<file path="src/rtl/playseq_pkg.sv">
// rtl/playseq_pkg.sv - shared state codes and defaults for the sequence presenter
//
// Purpose: state encodings (which double as the db_estado display codes),
// default LED on/off durations and the timer width helper.
// Ports: none (package).
package playseq_pkg;

   // State codes are shown directly on the debug 7-seg display.
   typedef enum logic [2:0] {
      OCIOSO = 3'd0,
      BUSCA  = 3'd1,
      ACENDE = 3'd2,
      APAGA  = 3'd3,
      FIM    = 3'd4
   } estado_t;

   localparam int ON_CYCLES_DEF  = 1000;
   localparam int OFF_CYCLES_DEF = 500;

   localparam logic [2:0] DB_OCIOSO = 3'd0;
   localparam logic [2:0] DB_BUSCA  = 3'd1;
   localparam logic [2:0] DB_ACENDE = 3'd2;
   localparam logic [2:0] DB_APAGA  = 3'd3;
   localparam logic [2:0] DB_FIM    = 3'd4;

   // Wide enough to hold the longer of the two phase lengths.
   function automatic int timer_width(input int on_c, input int off_c);
      return $clog2(((on_c > off_c) ? on_c : off_c) + 1);
   endfunction

endpackage

</file>
<file path="src/rtl/playseq_temporizador.sv">
// rtl/playseq_temporizador.sv - phase timer for the sequence presenter
//
// Purpose: up-counter cleared by i_zera, advanced by i_conta; o_fim flags the
// last cycle of a LIMITE-cycle phase (count == LIMITE-1).
// Ports:
//   i_clock  clock, rising edge
//   i_reset  asynchronous active-low reset
//   i_zera   synchronous clear (wins over i_conta)
//   i_conta  count enable
//   o_fim    high while count == LIMITE-1
module playseq_temporizador #(
   parameter int W      = 2,
   parameter int LIMITE = 3
) (
   input  logic i_clock,
   input  logic i_reset,
   input  logic i_zera,
   input  logic i_conta,
   output logic o_fim
);

   localparam logic [W-1:0] L_ULTIMA = W'(LIMITE - 1);

   logic [W-1:0] r_contagem;

   always_ff @(posedge i_clock or negedge i_reset) begin
      if (!i_reset) begin
         r_contagem <= '0;
      end else if (i_zera) begin
         r_contagem <= '0;
      end else if (i_conta) begin
         r_contagem <= r_contagem + 1'b1;
      end
   end

   assign o_fim = (r_contagem == L_ULTIMA);

endmodule

</file>
<file path="src/rtl/playseq_mostra_sequencia.sv">
// rtl/playseq_mostra_sequencia.sv - plays the stored colour sequence on the LEDs
//
// Purpose: on iniciar, reads RAM words 0..ultimo and shows each for ON_CYCLES
// followed by OFF_CYCLES dark cycles, then pulses pronto for one cycle.
// Optional feature macro: PLAYSEQ_MOSTRA_PAUSA_EN adds the pausar input,
// which freezes timing while showing/darkening a word.
// Ports:
//   clock         clock, rising edge
//   reset         asynchronous active-low reset
//   iniciar       start request (OCIOSO only)
//   abortar       synchronous abort, back to OCIOSO
//   ultimo        index of last word, latched at start
//   ram_dado      RAM read data for ram_endereco
//   pausar        (PLAYSEQ_MOSTRA_PAUSA_EN only) freeze ACENDE/APAGA
//   ram_endereco  RAM read address
//   leds          LED drive
//   ocupado       high outside OCIOSO
//   pronto        one-cycle completion pulse
//   db_estado     state code for debug display
module playseq_mostra_sequencia
   import playseq_pkg::*;
#(
   parameter int ADDR_W     = 4,
   parameter int DATA_W     = 4,
   parameter int ON_CYCLES  = ON_CYCLES_DEF,
   parameter int OFF_CYCLES = OFF_CYCLES_DEF
) (
   input  logic              clock,
   input  logic              reset,
   input  logic              iniciar,
   input  logic              abortar,
   input  logic [ADDR_W-1:0] ultimo,
   input  logic [DATA_W-1:0] ram_dado,
`ifdef PLAYSEQ_MOSTRA_PAUSA_EN
   input  logic              pausar,
`endif
   output logic [ADDR_W-1:0] ram_endereco,
   output logic [DATA_W-1:0] leds,
   output logic              ocupado,
   output logic              pronto,
   output logic [2:0]        db_estado
);

   localparam int TW = timer_width(ON_CYCLES, OFF_CYCLES);

   estado_t             r_estado;
   estado_t             w_proximo;
   logic [ADDR_W-1:0]   r_endereco;
   logic [ADDR_W-1:0]   r_ultimo;
   logic [DATA_W-1:0]   r_palavra;
   logic                w_pausa;
   logic                w_fim_on;
   logic                w_fim_off;
   logic                w_zera_on;
   logic                w_zera_off;

`ifdef PLAYSEQ_MOSTRA_PAUSA_EN
   // Pause only matters while a phase timer is running.
   assign w_pausa = pausar && ((r_estado == ACENDE) || (r_estado == APAGA));
`else
   assign w_pausa = 1'b0;
`endif

   // Each timer runs only while its phase continues; any exit (including an
   // abort) clears it so the next entry starts from zero.
   assign w_zera_on  = (r_estado != ACENDE) || (w_proximo != ACENDE);
   assign w_zera_off = (r_estado != APAGA)  || (w_proximo != APAGA);

   playseq_temporizador #(.W(TW), .LIMITE(ON_CYCLES)) u_tempo_on (
      .i_clock (clock),
      .i_reset (reset),
      .i_zera  (w_zera_on),
      .i_conta (!w_zera_on && !w_pausa),
      .o_fim   (w_fim_on)
   );

   playseq_temporizador #(.W(TW), .LIMITE(OFF_CYCLES)) u_tempo_off (
      .i_clock (clock),
      .i_reset (reset),
      .i_zera  (w_zera_off),
      .i_conta (!w_zera_off && !w_pausa),
      .o_fim   (w_fim_off)
   );

   // State register
   always_ff @(posedge clock or negedge reset) begin
      if (!reset) begin
         r_estado <= OCIOSO;
      end else begin
         r_estado <= w_proximo;
      end
   end

   // Next-state logic; abort overrides everything, including a start.
   always_comb begin
      w_proximo = r_estado;
      if (abortar) begin
         w_proximo = OCIOSO;
      end else begin
         case (r_estado)
            OCIOSO: if (iniciar) w_proximo = BUSCA;
            BUSCA:  w_proximo = ACENDE;
            ACENDE: if (w_fim_on && !w_pausa) w_proximo = APAGA;
            APAGA: begin
               if (w_fim_off && !w_pausa) begin
                  w_proximo = (r_endereco == r_ultimo) ? FIM : BUSCA;
               end
            end
            FIM:     w_proximo = OCIOSO;
            default: w_proximo = OCIOSO;
         endcase
      end
   end

   // Datapath: address, latched last index and the LED word.
   always_ff @(posedge clock or negedge reset) begin
      if (!reset) begin
         r_endereco <= '0;
         r_ultimo   <= '0;
         r_palavra  <= '0;
      end else begin
         if (w_proximo == OCIOSO) begin
            r_endereco <= '0;
         end else if ((r_estado == APAGA) && (w_proximo == BUSCA)) begin
            r_endereco <= r_endereco + 1'b1;
         end
         if ((r_estado == OCIOSO) && (w_proximo == BUSCA)) begin
            r_ultimo <= ultimo;
         end
         if (r_estado == BUSCA) begin
            r_palavra <= ram_dado;
         end
      end
   end

   // Moore outputs
   always_comb begin
      ram_endereco = r_endereco;
      leds         = '0;
      ocupado      = 1'b1;
      pronto       = 1'b0;
      db_estado    = DB_OCIOSO;
      case (r_estado)
         OCIOSO: begin
            ocupado   = 1'b0;
            db_estado = DB_OCIOSO;
         end
         BUSCA:  db_estado = DB_BUSCA;
         ACENDE: begin
            leds      = r_palavra;
            db_estado = DB_ACENDE;
         end
         APAGA:  db_estado = DB_APAGA;
         FIM: begin
            pronto    = 1'b1;
            db_estado = DB_FIM;
         end
         default: begin
            ocupado   = 1'b0;
            db_estado = DB_OCIOSO;
         end
      endcase
   end

endmodule

</file>
<file path="config.mk">
export PLATFORM = sky130hd
export DESIGN_NAME = playseq_mostra_sequencia
export DESIGN_NICKNAME = d
export VERILOG_FILES = /design/src/rtl/playseq_pkg.sv /design/src/rtl/playseq_temporizador.sv /design/src/rtl/playseq_mostra_sequencia.sv
export SDC_FILE = /design/constraint.sdc
export NUM_CORES = 1
export LEC_CHECK = 0
export CELL_PAD_IN_SITES_DETAIL_PLACEMENT = 0
export CELL_PAD_IN_SITES_GLOBAL_PLACEMENT = 1
export CORE_MARGIN = 5
export CORE_UTILIZATION = 35
export CTS_CLUSTER_SIZE = 20
export DETAILED_ROUTE_END_ITERATION = 12
export HOLD_SLACK_MARGIN = 0.06
export PLACE_DENSITY_LB_ADDON = 0.1
export REMOVE_ABC_BUFFERS = 1
export SYNTH_ARGS = -nofsm -noshare
export SYNTH_HDL_FRONTEND = slang
export SYNTH_HIERARCHICAL = 1
export SYNTH_SLANG_ARGS = --single-unit
</file>
<file path="constraint.sdc">
create_clock -name clock -period 2.23 [get_ports clock]
set_clock_uncertainty 0.05 [all_clocks]
set_input_delay 0.3345 -clock clock [delete_from_list [all_inputs] [get_ports clock]]
set_output_delay 0.3345 -clock clock [all_outputs]
set_load 0.02 [all_outputs]
</file>
* Word-level counts from Yosys, hierarchy flattened
Cells that the tools add are included.
** Word-level totals
- Flip-flop bits (word level) :: 35
- Input port bits :: 12
- Output and inout bits :: 13
- Word-level logic and storage cells :: 43
** Cells by class
- Add/subtract/negate cells :: 3
- Eq/ne operators :: 12
- Multiplexer cells :: 14
- Reduce and logical (&&, ||, !) cells :: 8
** Operators with widths (number)
- one-hot mux 3 bit (4 select lines) :: 2
- adder 10 x 1 -> 10 bit (second input constant) :: 2
- 2-to-1 mux 10 bit :: 2
- 2-to-1 mux 3 bit :: 5
- 2-to-1 mux 4 bit :: 3
- != test 3 x 2 -> 1 bit (second input constant) :: 4
- equality test 10 bit (second input constant) :: 1
- equality test 10 x 9 -> 1 bit (second input constant) :: 1
- equality test 3 x 1 -> 1 bit (second input constant) :: 2
- equality test 3 x 2 -> 1 bit (second input constant) :: 2
- logical NOT 3 bit :: 2
- adder 4 x 1 -> 4 bit (second input constant) :: 1
- equality test 4 bit :: 1
- OR reduction 4 bit :: 1
- equality test 3 bit (second input constant) :: 1
- logical AND 1 bit :: 2
- logical OR 1 bit :: 2
- 2-to-1 mux 1 bit :: 2
- nonzero test 2 bit :: 1

* Logic depth before layout (Yosys ltp)
Gate-level depths: netlist of the first run.
- Word-level depth :: 9
- Gate-level depth with buffers :: 9
- Gate-level depth less buffers :: 9

* By module
The synthesis of the first run kept the hierarchy.
** By module, submodules not included
- playseq_mostra_sequencia :: instances 1, cells each 82, area each 874.6 µm², seq. area each 375.4 µm²
- playseq_temporizador (u_tempo_on) :: instances 1, cells each 51, area each 526.8 µm², seq. area each 250.2 µm²
- playseq_temporizador (u_tempo_off) :: instances 1, cells each 50, area each 508.0 µm², seq. area each 250.2 µm²

* Least setup slack after synthesis of the first run
No wires, ideal clock.
- Kind :: register to register
- Start :: reg r_estado[2]
- End :: reg u_tempo_on.r_contagem[7]
- Setup time :: 77 ps
- Arrival :: 2110 ps
- Required time :: 2103 ps
- Slack :: -7 ps
- Cell stages (with the launch flop) :: 9
- Path through :: dfrtp_1 -> clkbuf_1 -> nor2b_1 -> nor2b_1 -> and2_1 -> buf_4 -> o211ai_4 -> or4_1 -> a21oi_1
** Between the ends
- Longest elaborated chain between the ends :: 6
** RTL lines
- start: declaration :: RTL line playseq_mostra_sequencia.sv:46 : estado_t r_estado;
- start signal: assignment :: RTL line playseq_mostra_sequencia.sv:90 : r_estado <= w_proximo;
- equality test 3 x 2 -> 1 bit (tied with other cells) :: RTL line playseq_mostra_sequencia.sv:100 : case (r_estado)
- one-hot mux 3 bit (4 select lines) :: RTL line playseq_mostra_sequencia.sv:100
- 2-to-1 mux 3 bit :: RTL line playseq_mostra_sequencia.sv:97 : if (abortar) begin
- != test 3 x 2 -> 1 bit :: RTL line playseq_mostra_sequencia.sv:66 : assign w_zera_on = (r_estado != ACENDE) || (w_proximo != ACENDE);
- logical OR 1 bit * :: RTL line playseq_mostra_sequencia.sv:66
- 2-to-1 mux 10 bit * :: RTL line playseq_temporizador.sv:29 : end else if (i_zera) begin
- end signal: assignment :: RTL line playseq_temporizador.sv:32 : r_contagem <= r_contagem + 1'b1;
- end: declaration :: RTL line playseq_temporizador.sv:24 : logic [W-1:0] r_contagem;
Mark *: on every way between the ends. The rest lies on a longest branch, timed or not.
A chain may end at the register's enable or synchronous reset.

* Worst setup path in the final report of the first run
- Start :: reg u_tempo_off.r_contagem[1]
- End :: reg u_tempo_off.r_contagem[6]
** Between the ends
- Longest elaborated chain between the ends :: 7
** RTL lines
- start: declaration :: RTL line playseq_temporizador.sv:24
- start signal: assignment :: RTL line playseq_temporizador.sv:32
- equality test 10 x 9 -> 1 bit :: RTL line playseq_temporizador.sv:36 : assign o_fim = (r_contagem == L_ULTIMA);
- named net w_fim_off :: RTL line playseq_mostra_sequencia.sv:53 : logic w_fim_off;
- 2-to-1 mux 3 bit :: RTL line playseq_mostra_sequencia.sv:105 : if (w_fim_off && !w_pausa) begin
- one-hot mux 3 bit (4 select lines) :: RTL line playseq_mostra_sequencia.sv:100
- 2-to-1 mux 3 bit :: RTL line playseq_mostra_sequencia.sv:97
- != test 3 x 2 -> 1 bit :: RTL line playseq_mostra_sequencia.sv:67 : assign w_zera_off = (r_estado != APAGA) || (w_proximo != APAGA);
- logical OR 1 bit :: RTL line playseq_mostra_sequencia.sv:67
- 2-to-1 mux 10 bit :: RTL line playseq_temporizador.sv:29
The timed path passes the listed nets, and every way through them passes these cells.

==> results of run 1 <==
## layout make-up
cell class / instances / area (µm²)
Timing Repair Buffer: 57 / 517
Inverter: 4 / 17.5
Tap cell: 70 / 87.6
Fill cell: 498 / 2560
Sequential cell: 35 / 876
Clock buffer: 8 / 100
Multi-Input combinational cell: 137 / 1040
## sequential cells by signal, summed over array words and instances, names as in the netlist
name and flops:
r_ultimo 4, ram_endereco 4, r_palavra 4, r_estado 3
u_tempo_on/r_contagem 10, u_tempo_off/r_contagem 10
## power by group
group | internal [µW] | switching [µW]
logic | 128 | 98.8
registers | 682 | 29.7
clock network | 282 | 220
## cells by family after synthesis
group	count (synthesis)
adders and majority gates	3
buffers and inverters	11
DFF	35
muxes	12
xor gates and xnor gates	14
AOI/OAI and AO/OA	37
and+or+nand+nor	71
## worst max path at each step
stage	depth (start not counted)	to	slack [ns]
after floorplan	8	u_tempo_off/r_contagem[3]$_DFFE_PN0P_	-0.54
after global placement	8	r_ultimo[1]$_DFFE_PN0P_	-0.07
after detailed placement	8	r_ultimo[2]$_DFFE_PN0P_	-0.08
after CTS	9	u_tempo_off/r_contagem[6]$_DFFE_PN0P_	0.01
after global routing	9	u_tempo_off/r_contagem[9]$_DFFE_PN0P_	-0.04
final	9	u_tempo_off/r_contagem[6]$_DFFE_PN0P_	0.1
## cells in the mapped netlist (2+ instances only)
cell	n	area share [%]
or3_1	3	0.98
mux2_4	4	3.1
inv_1	4	0.79
a21oi_1	13	3.4
o21ai_0	6	1.6
a22o_1	2	0.92
o21ai_2	2	0.92
nor2b_1	4	1.3
xnor2_1	7	3.2
nor3_1	4	1.0
nand3_1	4	1.0
nand4_1	4	1.3
xor2_1	7	3.2
nand2_1	10	2.0
mux2_2	5	2.9
ha_1	3	2.0
mux2i_1	3	1.6
nand4_2	2	1.3
nor4_1	2	0.66
dfrtp_1	35	46
or4_1	8	3.1
o31ai_1	9	3.5
and2_1	7	2.3
buf_4	3	1.2
nor2_1	18	3.5
## metal layers
| layer | part of all wire (%) | vias to the layer above | wire, µm |
|---|---|---|---|
| met5 | 0 | - | 0 |
| met4 | 1.2 | 0 | 50 |
| met3 | 3.2 | 6 | 137 |
| met2 | 51 | 25 | 2210 |
| met1 | 44 | 771 | 1910 |
| li1 | - | 777 | - |
## worst max-delay path, delay by kind of cell (launching register included)
kind            cells  cell delay, ns
compound gates      2            0.23
fa+ha+maj           1            0.18
buf+inv             2            0.31
flops               1            0.39
simple gates        4            0.91
## through the flow
stage | setup slack [ns] | hold WS [ns] | total power [µW] | area [µm²]
6_report | 0.0950 | 0.420 | 1440 | 2640
5_1_grt | -0.0354 | 0.469 | 1530 | 2640
4_1_cts | 0.0125 | 0.435 | 1470 | 2550
3_5_place_dp | -0.0782 | 0.438 | 952 | 2420
3_3_place_gp | -0.0652 | 0.435 | 947 | 2420
2_1_floorplan | -0.535 | -0.0111 | 860 | 1860
## timing repair
action,in CTS,in global routing
endpoints found under the setup margin,20,24
gates resized for setup,5,22
buffers inserted,2,1
pin swaps,0,4
==> metrics.csv, run 1 <==
metric;value;unit
use_met2;21.7;%
r2r-end;u_tempo_off/r_contagem[6]$_DFFE_PN0P_;
synth_area;1910;µm²
grt_use_total;12.7;%
crit_path_end_kind;flop;
power_density;546;nW/µm²
grt_pass1_vias;1598;
gr-usage-met3;3.75;%
syn_inst;183;
rsz0062_at_grt;yes;
maxCapViolCount;0;
slew_headroom;70.3;%
path_cells;ha_2, nand4bb_1, nor3_2, buf_4, nor4_4, buf_6, o21ai_2, or4_1, a21oi_1;
synthAdderAreaFrac;1.97;%
ys_types;39;
die_x;83.9;µm
drtAntennaViolNets;0;
cts_buffers;5;
met1_usage;15.4;%
grt_max_degree;36;
cp-startpoint;u_tempo_off/r_contagem[1]$_DFFE_PN0P_;
clkTransAtPathRegs;0.07;ns
syn_to_final_growth;38.3;%
fmax;0.468;GHz
final_util;50.7;%
synthSimpleGateAreaFrac;20.9;%
synth-seq-area-share;45.9;%
fin_crit_sh;95.7;%
numClockSinks;35;
required;2.39;ns
htree_levels;2;
top_usage_layer;met2;
final_cell_mix;35 x dfrtp_1, 30 x buf_4, 17 x nor2_1, 17 x clkdlybuf4s50_1, 11 x a21oi_1;
dp_hpwl;3.11;mm
cts_hold_buffers;0;
ioPinCount;25;
final_common_cell;dfrtp_1;
fin_nets;255;
crit_fanout;5;
synth_top_family_by_area;simple AND/OR/NAND/NOR gates;
wirelength;4.31;mm
max_stage_delay;0.49;ns
first_pass_iters;4;
synth_mux_area_share;7.67;%
drv_slew;0;
drive_gt1_share;29.9;%
start_kind;flop;
synth_area_per_cell;10.4;µm²
drt_iter0_markers;59;
core.rowCount;26;
dpl.cell_count;300;
hold_viol_final;0;
tightest_slew;0.445;ns
vias;1579;
period_needed;2.13;ns
r2r_cells;9;
regToRegStartpoint;u_tempo_off/r_contagem[1]$_DFFE_PN0P_;
path_class;reg2reg;
hp-class;in2async;
synth_compound_area_share;14.0;%
crit_arrival;2.29;ns
routed_via_density;5.08;
cts.path.max_buffers;2;
cp_slowest_cell;or4_1;
tns;0;ns
cts_tree;done;
core;5200;µm²
clk_latency;0.28;ns
ir_worst_vdd;416;µV
n_antenna_cell;0;
die_height;83.9;µm
grt_pass1_wl;7.29;mm
setup_viol;0;
drc_errors;0;
p_leak;0.00118;µW
io_buffer_count;24;
instances_no_fill;311;
yosys_warnings;6;
root_buffer;clkbuf_8;
start_util;36.7;%
ys_ff_latch;35;
overflow;0;
place.gp.congestion;0.779;
wl_per_cell;13.8;µm
reg2reg_setup_slack;0.1;ns
antenna_found_initial;0;
synth-edff-count;0;
async_reset_ff_share;100;%
synth-main-ff-cell;dfrtp_1;
status;completed;
synth_xor_xnor_area_share;6.42;%
die_area;7030;µm²
Power figures use the tool's default switching activity.
==> inputs of run 2 (changes only) <==
CORE_MARGIN = 2   (was 5)
==> run 2 against run 1 <==
Critical path depth rose by 1. Register-to-register slack hardly changed. Sequential share of layout area rose by 0.54 points. Die area decreased by 14%. Global-route usage is 2.0 points higher. Non-clock buffer count is 1 lower. Via count shrank 0.38%. Cell count is 0.32% lower. Core utilization shrank 0.36 points. Worst setup slack lost 0.0050 ns. First-iteration DRC count up 14%. Sequential cell count stayed put. Largest cell class unchanged. Largest power group unchanged. Highest routed layer unchanged.
==> metrics.csv, run 2 (synthesis gave the netlist of run 1 again) <==
metric;value;unit
hp-class;in2async;
overflow;0;
status;completed;
slew_headroom;70.0;%
grt_max_degree;36;
core;5170;µm²
drtAntennaViolNets;0;
fin_crit_sh;96.0;%
drive_gt1_share;30.4;%
clkTransAtPathRegs;0.08;ns
io_buffer_count;24;
dp_hpwl;2.92;mm
crit_path_end_kind;flop;
ir_worst_vdd;360;µV
place.gp.congestion;0.868;
wirelength;4.15;mm
die_height;77.9;µm
ioPinCount;25;
dpl.cell_count;295;
fin_nets;254;
fmax;0.467;GHz
path_class;reg2reg;
drt_iter0_markers;67;
cts_tree;done;
routed_via_density;5.07;
cp_slowest_cell;or4_4;
hold_viol_final;0;
crit_family;simple AND/OR/NAND/NOR gates;
crit_arrival;2.31;ns
numClockSinks;35;
cts.path.max_buffers;2;
grt_pass1_vias;1552;
cp-startpoint;u_tempo_off/r_contagem[0]$_DFFE_PN0P_;
syn_to_final_growth;36.5;%
critPathCapture;u_tempo_off/r_contagem[7]$_DFFE_PN0P_;
drv_slew;0;
instances_no_fill;310;
reg2reg_setup_slack;0.09;ns
grt_pass1_wl;7.07;mm
htree_levels;2;
maxCapViolCount;0;
holdWs;0.405;ns
max_stage_delay;0.57;ns
path_buf_inv;3;
grt_use_total;14.7;%
top_regs;u_tempo_off/r_contagem (10), u_tempo_on/r_contagem (10);
core.rowCount;26;
cts_buffers;5;
worstSetupPathDepth;10;
rsz0062_at_grt;yes;
path_cells;ha_2, nand4bb_1, nor3_2, buf_4, nor4_4, buf_6, inv_4, o2111ai_4, or4_4, a21oi_2;
cts_hold_buffers;0;
antenna_found_initial;0;
die_area;6060;µm²
final_cell_mix;33 x dfrtp_1, 31 x buf_4, 20 x clkdlybuf4s50_1;
vias;1573;
start_util;36.9;%
crit_fanout;6;
final_common_cell;dfrtp_1;
n_antenna_cell;0;
tightest_slew;0.450;ns
die_x;77.9;µm
setup_viol;0;
start_kind;flop;
root_buffer;clkbuf_8;
power_density;533;nW/µm²
required;2.40;ns
p_leak;0.00112;µW
clk_latency;0.29;ns
period_needed;2.14;ns
drc_errors;0;
regToRegStartpoint;u_tempo_off/r_contagem[0]$_DFFE_PN0P_;
r2r-end;u_tempo_off/r_contagem[7]$_DFFE_PN0P_;
r2r_cells;10;
first_pass_iters;4;
wl_per_cell;13.4;µm
run 2: cell types whose count changed in the layout (fill, tap and decap cells not counted), sizes merged:
cell,delta
clkbuf,-3
clkdlybuf4s50,+3
clkinv,+3
dlymetal6s2s,-3
buf,-1
run 2: cell type report:
cell class | instances | area [µm²]
timing repair buffer | 56 | 494
inverter | 4 | 17.5
multi-input combinational | 137 | 1040
fill | 454 | 2570
clock inverter | 3 | 15.0
clock buffer | 5 | 68.8
sequential | 35 | 878
tap | 70 | 87.6
run 2: worst min path at each step:
stage          cells after the start                                    to  slack [ns]                      from
2_1_floorplan                      0                 r_estado[0]$_DFF_PN0_       -0.01                     reset
3_3_place_gp                       1              r_palavra[3]$_DFFE_PN0P_        0.43  r_palavra[3]$_DFFE_PN0P_
3_5_place_dp                       1              r_palavra[3]$_DFFE_PN0P_        0.44  r_palavra[3]$_DFFE_PN0P_
4_1_cts                            2  u_tempo_on/r_contagem[4]$_DFFE_PN0P_        0.41                     reset
5_1_grt                            2  u_tempo_on/r_contagem[4]$_DFFE_PN0P_        0.43                     reset
6_report                           2  u_tempo_on/r_contagem[4]$_DFFE_PN0P_        0.40                     reset
run 2: timing repair:
| action | in CTS | in global routing |
|---|---|---|
| endpoints found under the setup margin | 13 | 23 |
| gates resized for setup | 4 | 20 |
| pin swaps | 1 | 6 |
| setup buffers | 2 | 5 |
run 2: per-stage QoR:
| stage | area (µm²) | setup WS, ns | total power [µW] | util, % | setup TNS (ns) |
|---|---|---|---|---|---|
| final | 2610 | 0.0900 | 1390 | 50.4 | 0 |
| after global routing | 2610 | -0.0414 | 1460 | 50.4 | -0.0414 |
| after CTS | 2500 | -0.00455 | 1410 | 48.4 | -0.00455 |
| after detailed placement | 2380 | -0.0813 | 950 | 46.0 | -0.256 |
| after global placement | 2380 | -0.0129 | 945 | 46.0 | -0.0424 |
| after floorplan | 1860 | -0.535 | 860 | - | -3.61 |
run 2: power breakdown:
group,internal (µW),switching (µW),total (µW)
Combinational,128,96.8,225
Clock,214,234,448
Sequential,682,34.5,717
Total,1020,365,1390
run 2: metal layers:
| metal | routed length, µm | track usage (%) | vias to the layer above | part of all wire, % |
|---|---|---|---|---|
| met3 | 154 | 3.95 | 4 | 3.7 |
| li1 | - | - | 776 | - |
| met1 | 1870 | 17.8 | 768 | 45 |
| met2 | 2080 | 24.5 | 25 | 50 |
| met4 | 40 | 5.89 | 0 | 0.96 |
| met5 | 0 | 0 | - | 0 |
